### src/rtl/ftdi_pkg.sv
// ftdi_pkg: state encoding, byte-enable constants and width check shared by the FT60x write master
package ftdi_pkg;
  typedef enum logic [1:0] {ST_IDLE, ST_BURST, ST_WAIT, ST_GAP} ftdi_state_e;
  localparam logic [3:0] FT_BE_ALL32 = 4'hF;
  localparam logic [1:0] FT_BE_ALL16 = 2'h3;
  localparam int FT_W16 = 16;
  localparam int FT_W32 = 32;
  function automatic bit ft_width_ok(input int w);
    return w == FT_W16 || w == FT_W32;
  endfunction
endpackage

### src/rtl/ftdi_out_reg.sv
// ftdi_out_reg: single-word holding register with upstream ready and bus transfer detection
module ftdi_out_reg #(
  parameter int DATA_W = 32,
  parameter int BE_W = DATA_W / 8
) (
  input  logic              clk_in,
  input  logic              rst_in,
  input  logic [DATA_W-1:0] s_data_in,
  input  logic [BE_W-1:0]   s_be_in,
  input  logic              s_last_in,
  input  logic              s_valid_in,
  input  logic              hold_in,
  input  logic              wr_n_in,
  input  logic              txe_n_in,
  output logic              s_ready_out,
  output logic              xfer_out,
  output logic [DATA_W-1:0] data_out,
  output logic [BE_W-1:0]   be_out,
  output logic              last_out,
  output logic              ov_out
);
  logic [DATA_W-1:0] data_q;
  logic [BE_W-1:0] be_q;
  logic last_q, ov_q, load;
  assign xfer_out = !wr_n_in && !txe_n_in;
  assign s_ready_out = !hold_in && (!ov_q || xfer_out);
  assign load = s_valid_in && s_ready_out;
  assign data_out = data_q;
  assign be_out = be_q;
  assign last_out = last_q;
  assign ov_out = ov_q;
  // hold the word until the bus takes it; a same-cycle load replaces the one just sent
  always_ff @(posedge clk_in) begin
    if (rst_in) begin
      data_q <= '0;
      be_q <= '0;
      last_q <= 1'b0;
      ov_q <= 1'b0;
    end else begin
      if (load) begin
        data_q <= s_data_in;
        be_q <= s_be_in;
        last_q <= s_last_in;
      end
      ov_q <= load ? 1'b1 : xfer_out ? 1'b0 : ov_q;
    end
  end
endmodule

### src/rtl/ftdi_write_master.sv
// ftdi_write_master: FT60x write-side burst sequencer; define FTDI_WR_STATS_EN to add transfer and stall counters
module ftdi_write_master
  import ftdi_pkg::*;
#(
  parameter int DATA_W = 32,
  parameter int MAX_BURST = 1024,
  parameter int GAP_CYC = 2,
  localparam int BE_W = DATA_W / 8
) (
  input  logic              clk_in,
  input  logic              rst_in,
  input  logic [DATA_W-1:0] s_data_in,
  input  logic [BE_W-1:0]   s_be_in,
  input  logic              s_last_in,
  input  logic              s_valid_in,
  output logic              s_ready_out,
  input  logic              txe_n_in,
  output logic [DATA_W-1:0] data_out,
  output logic [BE_W-1:0]   be_out,
  output logic              wr_n_out,
  output logic              data_oe_out,
  output logic [15:0]       burst_len_out
`ifdef FTDI_WR_STATS_EN
  ,
  output logic [31:0]       stat_words_out,
  output logic [31:0]       stat_stall_out
`endif
);
  localparam logic [15:0] MAX_L = 16'(MAX_BURST);
  localparam logic [3:0] GAP_L = 4'(GAP_CYC - 1);
  if (!ft_width_ok(DATA_W) || MAX_BURST < 1 || MAX_BURST > 65535 || GAP_CYC < 1 || GAP_CYC > 15) begin : g_bad_param
    $error("ftdi_write_master: illegal parameter value");
  end
  ftdi_state_e state_q, state_d;
  logic [15:0] cnt_q, cnt_d, cnt_inc;
  logic [3:0] gcnt_q, gcnt_d;
  logic ov, last, xfer, load;
  ftdi_out_reg #(.DATA_W(DATA_W), .BE_W(BE_W)) u_out (
    .clk_in(clk_in),
    .rst_in(rst_in),
    .s_data_in(s_data_in),
    .s_be_in(s_be_in),
    .s_last_in(s_last_in),
    .s_valid_in(s_valid_in),
    .hold_in(state_q == ST_GAP),
    .wr_n_in(wr_n_out),
    .txe_n_in(txe_n_in),
    .s_ready_out(s_ready_out),
    .xfer_out(xfer),
    .data_out(data_out),
    .be_out(be_out),
    .last_out(last),
    .ov_out(ov)
  );
  assign load = s_valid_in && s_ready_out;
  assign wr_n_out = !(state_q == ST_BURST && ov);
  assign data_oe_out = state_q != ST_IDLE;
  assign burst_len_out = cnt_q;
  assign cnt_inc = cnt_q == MAX_L ? cnt_q : cnt_q + 16'd1;
  // next state: burst sequencing, saturating word counter and gap timer
  always_comb begin
    state_d = state_q;
    cnt_d = cnt_q;
    gcnt_d = gcnt_q;
    case (state_q)
      ST_IDLE: if (ov && !txe_n_in) begin
        state_d = ST_BURST;
        cnt_d = '0;
      end
      ST_BURST: if (xfer) begin
        cnt_d = cnt_inc;
        if (last || cnt_inc == MAX_L) begin
          state_d = ST_GAP;
          gcnt_d = '0;
        end
      end else if (ov) state_d = ST_WAIT;
      else if (!load) state_d = ST_IDLE;
      ST_WAIT: if (!txe_n_in) state_d = ST_BURST;
      ST_GAP: if (gcnt_q == GAP_L) begin
        // the gap's last cycle doubles as the IDLE decision so the high time is exactly GAP_CYC
        state_d = ov && !txe_n_in ? ST_BURST : ST_IDLE;
        cnt_d = ov && !txe_n_in ? '0 : cnt_q;
      end else gcnt_d = gcnt_q + 4'd1;
      default: state_d = ST_IDLE;
    endcase
  end
  // state, counter and gap timer registers
  always_ff @(posedge clk_in) begin
    if (rst_in) begin
      state_q <= ST_IDLE;
      cnt_q <= '0;
      gcnt_q <= '0;
    end else begin
      state_q <= state_d;
      cnt_q <= cnt_d;
      gcnt_q <= gcnt_d;
    end
  end
`ifdef FTDI_WR_STATS_EN
  logic [31:0] words_q, stall_q;
  assign stat_words_out = words_q;
  assign stat_stall_out = stall_q;
  // free-running transfer and WAIT-cycle counters, wrapping modulo 2^32
  always_ff @(posedge clk_in) begin
    if (rst_in) begin
      words_q <= '0;
      stall_q <= '0;
    end else begin
      words_q <= words_q + {31'd0, xfer};
      stall_q <= stall_q + {31'd0, state_q == ST_WAIT};
    end
  end
`endif
endmodule
### config.mk
export PLATFORM = sky130hd
export DESIGN_NAME = ftdi_write_master
export DESIGN_NICKNAME = d
export VERILOG_FILES = /design/src/rtl/ftdi_pkg.sv /design/src/rtl/ftdi_out_reg.sv /design/src/rtl/ftdi_write_master.sv
export SDC_FILE = /design/constraint.sdc
export NUM_CORES = 1
export LEC_CHECK = 0
export BUFFER_PORTS_ARGS = -buffer_cell sky130_fd_sc_hd__buf_2
export CAP_MARGIN = 20
export CORE_ASPECT_RATIO = 0.5
export CORE_MARGIN = 3
export CORE_UTILIZATION = 36
export DETAILED_ROUTE_END_ITERATION = 8
export PLACE_DENSITY = 0.62
export SLEW_MARGIN = 30
export SYNTH_ARGS = -nofsm -noshare
export SYNTH_HDL_FRONTEND = slang
export SYNTH_SLANG_ARGS = --single-unit
### constraint.sdc
create_clock -name clk_in -period 5.8 [get_ports clk_in]
set_clock_uncertainty 0.05 [all_clocks]
set_input_delay 0.29 -clock clk_in [delete_from_list [all_inputs] [get_ports clk_in]]
set_output_delay 0.29 -clock clk_in [all_outputs]
set_load 0.01 [all_outputs]
; Yosys cells after proc, flatten, opt, wreduce, memory -nomap -nowiden
; Cells that the tools add are included.
[totals]
reg_bits = 60
input_bits = 41
out_inout_bits = 55
word_cells = 62
[classes]
addsub = 2
eq_ne = 14
mux = 20
n_reduce_logical = 19
[op_table]
columns = op, count
row1 = 2-to-1 mux 16 bit, 4
row2 = case mux 16 bit (3 select lines), 1
row3 = equality test 16 x 11 -> 1 bit (second input constant), 2
row4 = adder 16 x 1 -> 16 bit (second input constant), 1
row5 = 2-to-1 mux 2 bit, 7
row6 = 2-to-1 mux 4 bit, 3
row7 = != test 2 bit (second input constant), 4
row8 = case mux 2 bit (4 select lines), 1
row9 = case mux 4 bit (2 select lines), 1
row10 = nonzero test 2 bit, 3
row11 = logical AND 1 bit, 5
row12 = AND reduction 5 bit, 1
row13 = adder 4 x 1 -> 4 bit (second input constant), 1
row14 = equality test 2 bit (second input constant), 2
row15 = equality test 4 x 1 -> 1 bit (second input constant), 1
row16 = zero test 1 bit, 4
row17 = != test 2 x 1 -> 1 bit (second input constant), 2
row18 = != test 4 x 2 -> 1 bit (second input constant), 1
row19 = AND reduction 4 bit, 1
row20 = 2-to-1 mux 1 bit, 3
row21 = != test 3 bit (second input constant), 1
row22 = AND reduction 3 bit, 1
row23 = nonzero test 3 bit, 1
row24 = equality test 2 x 1 -> 1 bit (second input constant), 1
row25 = 2 further kinds, 3

; Logic depth before layout (Yosys ltp)
[logic_depth]
depth_word = 10
depth_mapped = 10
mapped_depth_nobuf = 9

; By module
; A second synthesis with hierarchy kept.
[unflattened]
cells_unflattened = 371
area_unflattened_um2 = 3253.1
[by_module_without_submodules]
columns = mod, n_inst, cells_each, area_each_um2, seq_area_each_um2
row1 = ftdi_out_reg, 1, 166, 1715.4, 760.7
row2 = ftdi_write_master, 1, 205, 1537.7, 440.4

; Worst setup path after synthesis
; Ideal clock, no wire load.
[synth_timing]
path_type = reg-to-reg
start = register cnt_q[1], in the netlist burst_len_out[1]
end = register state_q[1]
setup_ns = 0.074
arrival_time_ns = 2.530
required_time_ns = 5.676
slack_ns = 3.146
path_stages_with_launch = 9
n_path_buf = 0
synth_period_minus_slack_ns = 2.654
path_cell_list = dfxtp_1 ha_1 nand3_1 nor2_1 a31oi_1 a2111o_1 or4_1 or3b_1 a31oi_1
[synth_via]
elab_chain_cells = 6
word_cells_on_any_way = 7
classes_between = add/sub (1) / eq/ne (3) / mux (1) / reduce/logical (2)
[synth_lines]
columns = element, line
row1 = start: declaration, ftdi_write_master.sv:35  ; logic [15:0] cnt_q, cnt_d, cnt_inc;
row2 = start signal: assignment, ftdi_write_master.sv:95  ; cnt_q <= cnt_d;
row3 = adder 16 x 1 -> 16 bit / equality test 16 x 11 -> 1 bit (equally long branches), ftdi_write_master.sv:59  ; assign cnt_inc = cnt_q == MAX_L ? cnt_q : cnt_q + 16'd1;
row4 = 2-to-1 mux 16 bit *, ftdi_write_master.sv:59
row5 = equality test 16 x 11 -> 1 bit *, ftdi_write_master.sv:72  ; if (last || cnt_inc == MAX_L) begin
row6 = logical OR 1 bit *, ftdi_write_master.sv:72
row7 = != test 3 bit (no source line) *, -
row8 = AND reduction 5 bit (no source line) *, -
row9 = end signal: assignment, ftdi_write_master.sv:94  ; state_q <= state_d;
row10 = end: declaration, ftdi_write_master.sv:34  ; ftdi_state_e state_q, state_d;
; Every way passes the cells marked *; elsewhere a longest branch is shown, timed or not.
; A chain may end at the register's enable or synchronous reset.

; Worst setup path in the final report
[layout_timing]
start = register cnt_q[0], in the netlist burst_len_out[0]
end = register gcnt_q[3]
[layout_via]
elab_chain_cells = 6
word_cells_on_any_way = 7
classes_between = add/sub (1) / eq/ne (3) / mux (1) / reduce/logical (2)
[layout_lines]
columns = element, line
row1 = adder 16 x 1 -> 16 bit / equality test 16 x 11 -> 1 bit (equally long branches), ftdi_write_master.sv:59
row2 = 2-to-1 mux 16 bit *, ftdi_write_master.sv:59
row3 = equality test 16 x 11 -> 1 bit *, ftdi_write_master.sv:72
row4 = logical OR 1 bit *, ftdi_write_master.sv:72
row5 = != test 2 x 1 -> 1 bit (no source line) *, -
row6 = AND reduction 4 bit (no source line) *, -
row7 = end signal: assignment, ftdi_write_master.sv:96  ; gcnt_q <= gcnt_d;
row8 = end: declaration, ftdi_write_master.sv:36  ; logic [3:0] gcnt_q, gcnt_d;
; Marked as above.

==> summary.md <==
| Metric | Value |
|---|---|
| Slew @ Worst Pin | `0.708 ns` |
| Syn_area_per_cell | `7.52 um2` |
| Die Wd | `131 um` |
| Post-route setup TNS | `0 ns` |
| Fin crit period | `2.99 ns` |
| Max_slew headroom | `52.3%` |
| WL per Instance | `13.2 um` |
| CTS buffer count | `9` |
| All-layer global routing usage | `17.5%` |
| Largest net degree at the start of global routing | `62` |
| #FFs+latches synth | `60` |
| Critical path startpoint category | `flip-flop` |
| Netlist Area Pre-Place | `2800 um2` |
| # port buffers | `95` |
| Synth Net Count | `417` |
| Area grow syn2layout | `27.4%` |
| CTS sink count | `60` |
| Synth warnings | `0` |
| Routed WL | `7.34 mm` |
| Critical Path AT | `3.12 ns` |
| Count of cell types in the netlist | `46` |
| Die Ht | `68.3 um` |
| Maximum vdd drop | `169 uV` |
| First-pass GRT wire length | `12.1 mm` |
| WS Path Type | `reg -> reg` |
| Reg2Reg Launch Point | `burst_len_out[0]$_SDFFE_PP0P_` |
| Max-cap violation count | `0` |
| Vias per std cell | `5.02` |
| CP Capture Type | `flip-flop` |
| Drt first pass iters | `4` |
| Vias in the first global route | `2475` |
| Die ar. | `8930 um2` |
| CTS root buffer | `clkbuf_16` |
| Hold Fails Final Rpt | `0` |
| Post-DRT Antenna Nets | `0` |
| Starting density of the core | `37.6%` |
| Mapped Cells | `372` |
| Clock slew at reported path FFs | `0.05 ns` |
| Crit-path max FO | `10` |
| Vias | `2784` |
| Post-route total power | `1.01 mW` |
| Power Dens Cells | `282 nW/um2` |
| Initial DRC Count | `118` |
| Core Area | `7430 um2` |
| H-tree depth | `3` |
| Pins Over Slew Limit | `0` |
| CTS Hold Bufs | `0` |
| Remaining DRCs | `0` |
| Final setup fails | `0` |
| # IOs | `96` |
| Antenna Cells | `0` |
| Nets | `499` |
| Period utilisation layout | `51.5%` |
| Max frequency | `0.335 GHz` |
| Most common flop cell mapped by yosys | `dfxtp_1` |
| Outcome | `finished, final reports clean` |
| Setup crit start | `burst_len_out[0]$_SDFFE_PP0P_` |
| Initial antenna violation count | `0` |
| Hpwl dp | `4.94 mm` |
| Setup Fix Bufs, Post-CTS | `0` |
| EDFF count, synth | `0` |
| Max Root-Sink Buffers | `2` |
| Hold Crit Class | `in -> reg` |
| PostCTS Resize Cnt | `0` |
| Total grt overflow | `0` |
| RSZ-0062 raised after global routing | `false` |
| CTS tree | `built` |
| Share of cells above drive strength 1 | `25.7%` |
| Async SR Flop Fraction | `0%` |
| Static Leak | `1.49 nW` |
| CP Data Required Time | `5.93 ns` |
| Sequential area share after synthesis | `43.0%` |
| Rows | `22` |
| Clk_lat worst skew | `0.33 ns` |
| Hold Path Origin | `s_data_in[2]` |
| Placer Congestion | `0.876` |
-- flip-flops by register name (all words and copies together) (netlist names) --
name,cells
u_out.ov_out,1
u_out.be_out,4
state_q,2
gcnt_q,4
burst_len_out,16
u_out.last_out,1
u_out.data_out,32
-- where the power goes --
group | total (mW) | switching (mW) | internal, mW
sequential | 0.439 | 0.00903 | 0.430
clock | 0.476 | 0.189 | 0.287
combinational | 0.0909 | 0.0548 | 0.0361
-- worst max-delay path, stage by stage (launching register included) --
cell      delay [ns]
dfxtp_1         0.48
ha_1            0.31
nand3_1         0.26
nor2_1          0.23
a31oi_1         0.11
a2111o_1        0.39
or4_1           0.54
a21oi_1         0.34
a311oi_1        0.14
-- per-stage QoR --
| stage | hold WS [ns] | setup slack, ns | utilization (%) | instances | instance area [um2] |
|---|---|---|---|---|---|
| after floorplan | 0.376 | 3.15 | - | 372 | 2800 |
| after global placement | 0.390 | 2.89 | 44.3 | 539 | 3290 |
| after global routing | 0.133 | 2.58 | 47.9 | 555 | 3560 |
| final | 0.144 | 2.81 | 47.9 | 555 | 3560 |
| after detailed placement | 0.393 | 2.85 | 44.3 | 539 | 3290 |
| after CTS | 0.128 | 2.84 | 47.9 | 555 | 3560 |
-- cell usage in the layout, fill, tap and decap left out, types with 3 or more instances in the layout --
cell type | Yosys | layout
buf_2 | 3 | 95
nand2_1 | 93 | 93
dfxtp_1 | 60 | 60
a21oi_1 | 57 | 57
nor2_1 | 28 | 27
o21ai_0 | 16 | 16
inv_1 | 9 | 9
nand3_1 | 9 | 9
nor3_1 | 9 | 9
clkbuf_16 | 0 | 9
a311oi_1 | 6 | 6
nor4_1 | 5 | 5
nand3b_1 | 4 | 4
xnor2_1 | 4 | 4
a211oi_1 | 4 | 4
ha_1 | 4 | 4
and2_1 | 3 | 3
nand4_1 | 3 | 3
clkinvlp_4 | 0 | 3
buf_4 | 1 | 3
-- worst paths after layout --
check / to / slack [ns] / cells after the start
max: gcnt_q[3]$_SDFFE_PP0P_ / 2.81 / 8
max reg2reg: gcnt_q[3]$_SDFFE_PP0P_ / 2.81 / 8
min reg2reg: u_out.data_out[30]$_SDFFE_PP0P_ / 0.40 / 2
min: u_out.data_out[2]$_SDFFE_PP0P_ / 0.14 / 3
-- synth_stat cells, drive strengths merged, types with 2 or more instances --
master,n,area (um2)
ha,4,50.1
clkbuf,18,68.8
a311oi,6,52.6
inv,9,33.8
nor4,5,31.3
nor3,9,45.0
nor4b,2,32.5
and3,2,12.5
or4,2,15.0
nor2b,2,12.5
a211oi,4,30.0
nor3b,2,15.0
nor2,28,105
buf,9,56.3
and2,3,18.8
dfxtp,60,1200
a21oi,57,285
o21ai,16,80.1
nand3,9,45.0
mux2i,2,20.0
xnor2,4,35.0
a31oi,2,12.5
nand3b,4,30.0
and4,2,20.0
nand4,3,18.8
nand2,93,349
or3,2,12.5
-- logic make-up (layout without fill, tap and decap cells) --
kind of cell    Yosys count  count (layout)  share of synthesized area, %
buf+inv                  36             123                          5.68
flops                    60              60                          43.0
simple gates            172             172                          28.5
fa+ha+maj                 4               4                          1.79
compound gates           93              93                          18.8
xor+xnor                  5               5                          1.57
mux                       2               2                         0.716
-- cell type report --
type                       instances  area (um2)
sequential                        60        1200
tap                               96         120
clock buffer                      10         229
fill                             787        3870
clock inverter                     6        41.3
multi-input combinational        276        1440
timing repair buffer              98         498
inverter                           9        33.8
-- metal layers --
layer	GRT usage [%]	vias to the layer above	share of wire, %
met5	0	-	0
met4	6.15	0	1.4
met3	8.34	12	7.5
met2	27.0	74	44
met1	21.6	1250	47
li1	-	1448	-
No activity file was read; power rests on OpenSTA's default activity.
